--- config.mk ---
export PLATFORM = sky130hd
export DESIGN_NAME = regfile_write_arbiter
export DESIGN_NICKNAME = d
export VERILOG_FILES = /design/src/rtl/rf_pkg.sv /design/src/rtl/rr_arbiter.sv /design/src/rtl/regfile_write_arbiter.sv
export SDC_FILE = /design/constraint.sdc
export NUM_CORES = 1
export LEC_CHECK = 0
export ABC_AREA = 1
export BUFFER_PORTS_ARGS = -buffer_cell sky130_fd_sc_hd__buf_2
export CAP_MARGIN = 20
export CELL_PAD_IN_SITES_DETAIL_PLACEMENT = 1
export CELL_PAD_IN_SITES_GLOBAL_PLACEMENT = 2
export CORE_MARGIN = 8
export CORE_UTILIZATION = 21
export DETAILED_ROUTE_END_ITERATION = 10
export HOLD_SLACK_MARGIN = 0.15
export PLACE_DENSITY = 0.87
export SLEW_MARGIN = 20
export SYNTH_ARGS = -nofsm -noshare
export SYNTH_HDL_FRONTEND = slang
export SYNTH_SLANG_ARGS = --single-unit
--- constraint.sdc ---
create_clock -name clk -period 2.15 [get_ports clk]
set_clock_uncertainty 0.1 [all_clocks]
set_input_delay 0.215 -clock clk [delete_from_list [all_inputs] [get_ports clk]]
set_output_delay 0.215 -clock clk [all_outputs]
set_load 0.02 [all_outputs]
--- src/rtl/rf_pkg.sv ---
// rtl/rf_pkg.sv - shared register-file constants and write-request type
//
// Purpose: constants and types common to the register-file write path.
// Ports:   none (package).
package rf_pkg;

  localparam int RF_ADDR_W   = 5;
  localparam int RF_DATA_W   = 32;
  localparam int RF_ZERO_REG = 0;

  typedef struct packed {
    logic [RF_ADDR_W-1:0] addr;
    logic [RF_DATA_W-1:0] data;
  } rf_wr_req_t;

endpackage

--- src/rtl/rr_arbiter.sv ---
// rtl/rr_arbiter.sv - combinational round-robin arbiter
//
// Purpose: grants the first asserted request scanning ptr, ptr+1, ... mod N.
//          Holds no state; the owner keeps and advances the pointer.
// Ports:
//   req       in  N      request vector
//   ptr       in  PTR_W  index of the highest-priority requester (< N)
//   en        in  1      when 0, no grant is issued
//   grant     out N      one-hot grant or all-zero
//   grant_idx out PTR_W  encoded index of the granted requester (0 if none)
module rr_arbiter #(
  parameter int N     = 2,
  parameter int PTR_W = (N > 1) ? $clog2(N) : 1
) (
  input  logic [N-1:0]     req,
  input  logic [PTR_W-1:0] ptr,
  input  logic             en,
  output logic [N-1:0]     grant,
  output logic [PTR_W-1:0] grant_idx
);

  logic found;
  int   idx;

  always_comb begin
    grant     = '0;
    grant_idx = '0;
    found     = 1'b0;
    idx       = 0;
    if (en) begin
      for (int i = 0; i < N; i++) begin
        // Integer modulo keeps the wrap correct for non-power-of-two N.
        idx = (int'(ptr) + i) % N;
        if (!found && req[idx]) begin
          found      = 1'b1;
          grant[idx] = 1'b1;
          grant_idx  = PTR_W'(idx);
        end
      end
    end
  end

endmodule

--- src/rtl/regfile_write_arbiter.sv ---
// rtl/regfile_write_arbiter.sv - round-robin arbiter for the register-file write port
//
// Purpose: shares the single register-file write port between NUM_REQ
//          writeback sources, stages the winning write in one register and
//          exposes bypass matches so reads can forward the staged write.
// Ports:
//   clk, rst_n               clock, synchronous active-low reset
//   hold                     blocks new grants; the staged write still drains
//   req_valid/addr/data      packed per-requester write requests
//   req_ready                one-hot grant (handshake = valid & ready)
//   write_enable/register/data  registered write to the register file
//   byp_addr1/2, byp_hit1/2  bypass compare against the staged write
//   byp_data                 forwarded data (equals write_data)
module regfile_write_arbiter
  import rf_pkg::*;
#(
  parameter int NUM_REQ = 2,
  parameter int ADDR_W  = RF_ADDR_W,
  parameter int DATA_W  = RF_DATA_W
) (
  input  logic                      clk,
  input  logic                      rst_n,
  input  logic                      hold,
  input  logic [NUM_REQ-1:0]        req_valid,
  input  logic [NUM_REQ*ADDR_W-1:0] req_addr,
  input  logic [NUM_REQ*DATA_W-1:0] req_data,
  output logic [NUM_REQ-1:0]        req_ready,
  output logic                      write_enable,
  output logic [ADDR_W-1:0]         write_register,
  output logic [DATA_W-1:0]         write_data,
  input  logic [ADDR_W-1:0]         byp_addr1,
  output logic                      byp_hit1,
  input  logic [ADDR_W-1:0]         byp_addr2,
  output logic                      byp_hit2,
  output logic [DATA_W-1:0]         byp_data
);

  localparam int PTR_W = (NUM_REQ > 1) ? $clog2(NUM_REQ) : 1;
  localparam logic [ADDR_W-1:0] ZERO_ADDR = ADDR_W'(RF_ZERO_REG);

  logic [PTR_W-1:0]   rr_ptr_q, rr_ptr_d;
  logic               write_enable_q, write_enable_d;
  logic [ADDR_W-1:0]  write_register_q, write_register_d;
  logic [DATA_W-1:0]  write_data_q, write_data_d;

  logic               grant_en;
  logic [NUM_REQ-1:0] grant;
  logic [PTR_W-1:0]   grant_idx;
  logic               handshake;
  logic [ADDR_W-1:0]  sel_addr;
  logic [DATA_W-1:0]  sel_data;

  // Grants are suppressed during reset so no requester sees a handshake that
  // the reset edge would then throw away.
  assign grant_en = rst_n & ~hold;

  rr_arbiter #(
    .N     (NUM_REQ),
    .PTR_W (PTR_W)
  ) u_rr_arbiter (
    .req       (req_valid),
    .ptr       (rr_ptr_q),
    .en        (grant_en),
    .grant     (grant),
    .grant_idx (grant_idx)
  );

  assign req_ready = grant;
  // The arbiter only grants valid requesters, so any grant is a handshake.
  assign handshake = |grant;

  always_comb begin
    sel_addr = req_addr[int'(grant_idx)*ADDR_W +: ADDR_W];
    sel_data = req_data[int'(grant_idx)*DATA_W +: DATA_W];
  end

  always_comb begin
    rr_ptr_d         = rr_ptr_q;
    write_enable_d   = 1'b0;
    write_register_d = write_register_q;
    write_data_d     = write_data_q;
    if (handshake) begin
      write_register_d = sel_addr;
      write_data_d     = sel_data;
      // x0 writes are consumed but never reach the array.
      write_enable_d   = (sel_addr != ZERO_ADDR);
      if (int'(grant_idx) == NUM_REQ - 1) begin
        rr_ptr_d = '0;
      end else begin
        rr_ptr_d = grant_idx + PTR_W'(1);
      end
    end
  end

  always_ff @(posedge clk) begin
    if (!rst_n) begin
      rr_ptr_q         <= '0;
      write_enable_q   <= 1'b0;
      write_register_q <= '0;
      write_data_q     <= '0;
    end else begin
      rr_ptr_q         <= rr_ptr_d;
      write_enable_q   <= write_enable_d;
      write_register_q <= write_register_d;
      write_data_q     <= write_data_d;
    end
  end

  assign write_enable   = write_enable_q;
  assign write_register = write_register_q;
  assign write_data     = write_data_q;

  assign byp_hit1 = write_enable_q & (write_register_q == byp_addr1) & (byp_addr1 != ZERO_ADDR);
  assign byp_hit2 = write_enable_q & (write_register_q == byp_addr2) & (byp_addr2 != ZERO_ADDR);
  assign byp_data = write_data_q;

endmodule
# [Word-level counts from Yosys, hierarchy flattened]
# Cells that the tools add are included.
[classes] order_cmp=4 addsub=2 mul=1 muxes=19 n_shift=2 n_eq_ne=2 reduce_logical=9 bitwise=8
[op_table] operator="$shiftx A64 B7 Y32" n=1
[op_table] operator="$reduce_bool A5 Y1" n=3
[op_table] operator="$mux W1" n=13
[op_table] operator="$eq A5 B5 Y1" n=2
[op_table] operator="$shiftx A10 B5 Y5" n=1
[op_table] operator="$mux W2" n=4
[op_table] operator="$and A1 B1 Y1" n=5
[op_table] operator="$mul A1 B3 Y4 const B" n=1
[op_table] operator="$logic_and A1 B1 Y1" n=3
[op_table] operator="$lt A2 B3 Y1 const B" n=1
[op_table] operator="$add A1 B1 Y1 const B" n=2
[op_table] operator="$demux W1 S1" n=2
[op_table] operator="$ge A2 B1 Y1 const B" n=1
[op_table] operator="$lt A1 B2 Y1 const B" n=1
[op_table] operator="$or A2 B2 Y2" n=1
[op_table] operator="$reduce_and A2 Y1" n=1
[op_table] operator="$reduce_or A2 Y1" n=1
[op_table] operator="$and A1 B1 Y1 const A" n=1
[op_table] operator="$ge A1 B1 Y1 const B" n=1
[op_table] operator="$logic_not A1 Y1" n=1
[op_table] operator="$not A1 Y1" n=1
[word_totals] ff_bits=39 output_inout_bits=74

# [Longest topological paths before layout]
[depth] depth_word=11 mapped_depth=10 mapped_depth_nobuf=9

# [Hierarchy]
# From an unflattened synthesis, not the netlist that was laid out.
[hier_totals] cells_unflattened=312 hier_area_um2=2203.4
[by_module_without_submodules] mod="regfile_write_arbiter" seq_area_each_um2=780.7 cells_each=306 area_each_um2=2177.1 instances=1
[by_module_without_submodules] mod="rr_arbiter" seq_area_each_um2=0.0 cells_each=6 area_each_um2=26.3 instances=1

# [Worst setup path after synthesis]
# No wires, ideal clock.
[synth_path] kind="register -> output" start="register write_register_q[3], in the netlist write_register[3]" end="output byp_hit1" path_slack_ns=0.494 required_time_ns=1.835 t_arrival_ns=1.341 stages_incl_launch_ff=7 path_cell_list="dfxtp_1 -> inv_1 -> nand2_1 -> nand2_1 -> nor3_1 -> nand4_1 -> nor3_1"
[synth_via] elab_chain_len=3
[synth_lines] item="start: declaration" line_no="regfile_write_arbiter.sv:43" rtl="logic [ADDR_W-1:0] write_register_q, write_register_d;"
[synth_lines] item="start signal: assignment" line_no="regfile_write_arbiter.sv:104" rtl="write_register_q <= write_register_d;"
[synth_lines] item="$eq A5 B5 Y1" line_no="regfile_write_arbiter.sv:113" rtl="assign byp_hit1 = write_enable_q & (write_register_q == byp_addr1) & (byp_addr1 != ZERO_ADDR);"
[synth_lines] item="$and A1 B1 Y1 (2 in series)" line_no="regfile_write_arbiter.sv:113"
[synth_lines] item="end: declaration" line_no="regfile_write_arbiter.sv:32" rtl="output logic byp_hit1,"
# Every way passes these cells.

# [Worst setup path after layout]
[layout_path] start="register rr_ptr_q" end="register write_register_q[1], in the netlist write_register[1]"
[layout_via] elab_chain_len=10 word_cells_on_any_way=32 classes_between="add/sub: 1; mul: 1; order compare: 4; shift: 1; mux: 18; bitwise: 2; reduce/logical: 5"
[layout_lines] item="start: declaration" line_no="regfile_write_arbiter.sv:41" rtl="logic [PTR_W-1:0] rr_ptr_q, rr_ptr_d;"
[layout_lines] item="start signal: assignment" line_no="regfile_write_arbiter.sv:102" rtl="rr_ptr_q <= rr_ptr_d;"
[layout_lines] item="$mux W1 (implied by the code) (tied with other cells) (2 in series)" line_no="rr_arbiter.sv:34" rtl="if (!found && req[idx]) begin"
[layout_lines] item="$mux W1 (tied with other cells)" line_no="rr_arbiter.sv:34"
[layout_lines] item="$mux W1 (tied with other cells)" line_no="rr_arbiter.sv:30" rtl="if (en) begin"
[layout_lines] item="$logic_not A1 Y1 (tied with other cells)" line_no="rr_arbiter.sv:34"
[layout_lines] item="$logic_and A1 B1 Y1 (tied with other cells)" line_no="rr_arbiter.sv:34"
[layout_lines] item="$mux W1 / $or A2 B2 Y2 (equally long branches)"
[layout_lines] item="$mux W1 / $mux W2 (equally long branches)" line_no="rr_arbiter.sv:30, rr_arbiter.sv:34"
[layout_lines] item="$mul A1 B3 Y4 / $mux W2 (equally long branches)" line_no="regfile_write_arbiter.sv:73, rr_arbiter.sv:30"
[layout_lines] item="$shiftx A10 B5 Y5 / $reduce_or A2 Y1 (equally long branches)" line_no="regfile_write_arbiter.sv:73, regfile_write_arbiter.sv:70"
# Several ways; a longest one is shown, not always the timed one. The select of a mux whose other input is x is not followed.
# A chain may end at the register's enable or synchronous reset.

==> impl_metrics.env <==
export IMPL_pwr_share_clk=0.325
export IMPL_crit_path_end="write_register[1]"
export IMPL_critical_path_max_fanout=36
export IMPL_cp_start_kind="flip-flop"
export IMPL_cts_setup_buffers=0
export IMPL_ioPinCount=163
export IMPL_clkLatencyLatePin_ns=0.28
export IMPL_globalRouteTotalUtil=0.122
export IMPL_switching_share=0.306
export IMPL_vias_per_cell=4.30
export IMPL_cts_htree_levels=2
export IMPL_cts_tree="built"
export IMPL_setup_violations_final=0
export IMPL_final_nets=574
export IMPL_crit_type="reg -> reg"
export IMPL_synth_edff_count=0
export IMPL_grt_antenna_before_repair=0
export IMPL_fp_row_count=38
export IMPL_die_area_sq_um=14300
export IMPL_port_buffers=162
export IMPL_drc=0
export IMPL_intPower_mw=1.37
export IMPL_end_kind="flip-flop"
export IMPL_final_common_cell="buf_2"
export IMPL_drv_cap=0
export IMPL_arrival_ns=2.07
export IMPL_core_region_area_sq_um=10700
export IMPL_grt_start_max_net_pins=37
export IMPL_drt_total_wl_um=8850
export IMPL_synth_nets=414
export IMPL_period_needed_ns=1.94
export IMPL_ys_ff_latch=39
export IMPL_vdd_drop_max_mv=0.211
export IMPL_grt_pass1_vias=2935
export IMPL_finalCritPeriodShare=0.902
export IMPL_power_frac_seq=0.410
export IMPL_dp_slack_ns=0.404
export IMPL_hold_path_class="in -> reg"
export IMPL_synthArstFlopShare=0
export IMPL_maxSlewHeadroom=0.627
export IMPL_required_ns=2.28
export IMPL_reg2reg_slack_ns=0.21
export IMPL_r2r_start="rr_ptr_q"
export IMPL_antenna_cells=0
export IMPL_r2r_end="write_register[1]"
export IMPL_final_cell_mix="buf_2 (162), nand2_1 (53), inv_1 (46), dfxtp_1 (39), o21ai_0 (38)"
export IMPL_final_antenna_net_count=0
export IMPL_drive_gt1_frac=0.370
export IMPL_cts_sinks=39
export IMPL_first_iter_violations=101
export IMPL_start_util=0.212
export IMPL_numCtsBuffers=5
export IMPL_power_density_nw_per_um2=578
export IMPL_ff2ff_path_depth=7
export IMPL_grt_pass1_wl_um=14600
export IMPL_die_x_um=120
export IMPL_dp_cells=582
export IMPL_postPlaceCellArea_sq_um=2920
export IMPL_clkTransAtPathRegs_ns=0.08
export IMPL_finalMaxSlewViolations=0
export IMPL_nFillCells=1365
export IMPL_tightest_slew_ns=0.559
export IMPL_stdcell_count=626
export IMPL_grt_overflow=0
export IMPL_routabilityCongestion=0.777
export IMPL_area_growth_pct=50.7
export IMPL_ys_warnings_count=0
export IMPL_via_count=2691
export IMPL_setup_tns_ns=0
export IMPL_wl_per_cell_um=14.1
export IMPL_worstHoldPathCells=3
export IMPL_seq_area_frac_synth=0.345
export IMPL_fp_dieH_um=120
export IMPL_avgSynthCellArea_sq_um=6.96
export IMPL_synth_cells=325
export IMPL_status="finished clean"
export IMPL_clockBufferDepth=2
export IMPL_layout_setup_ws_ns=0.211
export IMPL_ys_flop_type="dfxtp_1"
export IMPL_pwr_share_comb=0.265
export IMPL_p_leak_nw=1.83
export IMPL_rsz0062_at_grt="false"
export IMPL_hold_viol=0
export IMPL_finish_instance_area_sq_um=3410
export IMPL_dp_hpwl_um=6650
export IMPL_fmax_mhz=516
export IMPL_syn_cell_area_sq_um=2260
export IMPL_crit_start="rr_ptr_q"
export IMPL_power_mw=1.97
export IMPL_ys_types=26
export IMPL_clockRootBuffer="clkbuf_8"
export IMPL_power_switching_uw=602
export IMPL_firstDrtPassIters=4
==> worst min path at each step <==
stage	startpoint	endpoint	slack (ns)
2_1_floorplan	rst_n	write_register[0]	0.25
3_5_place_dp	byp_data[31]	byp_data[31]	0.38
4_1_cts	req_addr[7]	write_register[2]	0.15
6_report	req_data[40]	byp_data[8]	0.17
5_1_grt	req_data[40]	byp_data[8]	0.16
3_3_place_gp	byp_data[19]	byp_data[19]	0.37
==> critical path: stages, from the launching register on <==
cell and delay [ns]:
dfxtp_1 0.32, inv_1 0.07, nand2_1 0.14, nand3_4 0.14, buf_6 0.23, nand2_1 0.11, a31oi_1 0.19, dlygate4sd3_1 0.57
==> repair_timing <==
item,CTS,global route
gates resized for setup,0,2
hold buffers,36,0
endpoints found under the setup margin,0,3
endpoints found under the hold margin,34,0
==> final cells by class <==
cell class                      count  area [sq um]  area share
Timing Repair Buffer              202          1210       0.355
Multi-Input combinational cell    189           946       0.278
Sequential cell                    39           781       0.229
Inverter                           48           180      0.0529
Tap cell                          140           175      0.0514
Clock buffer                        6          82.6      0.0242
Clock inverter                      2          35.0      0.0103
==> routing by layer <==
| metal | vias up | GRT usage | part of all wire |
|---|---|---|---|
| met5 | - | 0 | 0 |
| met4 | 0 | 0.0281 | 0.0068 |
| met2 | 104 | 0.220 | 0.51 |
| met1 | 1236 | 0.133 | 0.41 |
| met3 | 6 | 0.0427 | 0.069 |
| li1 | 1345 | - | - |
==> synthesized netlist by cell type (2+ instances only) <==
library cell	n	area [sq um]
nand2_1	53	199
inv_1	46	173
dfxtp_1	39	781
o21ai_0	38	190
buf_4	36	270
a21oi_1	34	170
o21ai_1	32	160
nor2_1	7	26.3
nand4_1	6	37.5
clkbuf_1	5	18.8
a31oi_1	4	25.0
buf_6	4	45.0
buf_2	3	15.0
inv_2	2	7.51
nand3_4	2	35.0
nor3_1	2	10.0
o22ai_1	2	12.5
xnor2_1	2	17.5
==> flip-flops by register name (all words and copies together) (netlist names) <==
name / count
rr_ptr_q: 1
write_enable: 1
write_register: 5
byp_data: 32
==> cells by family after synthesis <==
family | count (synthesis) | synth area share
AOI/OAI and AO/OA | 112 | 0.254
xor gates and xnor gates | 3 | 0.0116
buffers and inverters | 97 | 0.236
DFF | 39 | 0.345
and+or+nand+nor | 74 | 0.153
==> through the flow <==
step | hold WS, ns | utilization
detailed placement | 0.376 | 0.274
finish | 0.166 | 0.320
global placement | 0.368 | 0.274
global route | 0.156 | 0.320
CTS | 0.151 | 0.319
floorplan | 0.253 | -
==> power by group through the flow <==
stage / registers, mW / clock network [mW] / logic, mW
6_report: 0.808 / 0.641 / 0.522
5_1_grt: 0.816 / 0.699 / 0.578
4_1_cts: 0.809 / 0.671 / 0.527
3_5_place_dp: 0.826 / 0 / 0.474
3_3_place_gp: 0.824 / 0 / 0.462
2_1_floorplan: 0.875 / 0 / 0.265
Power figures use the tool's default switching activity.
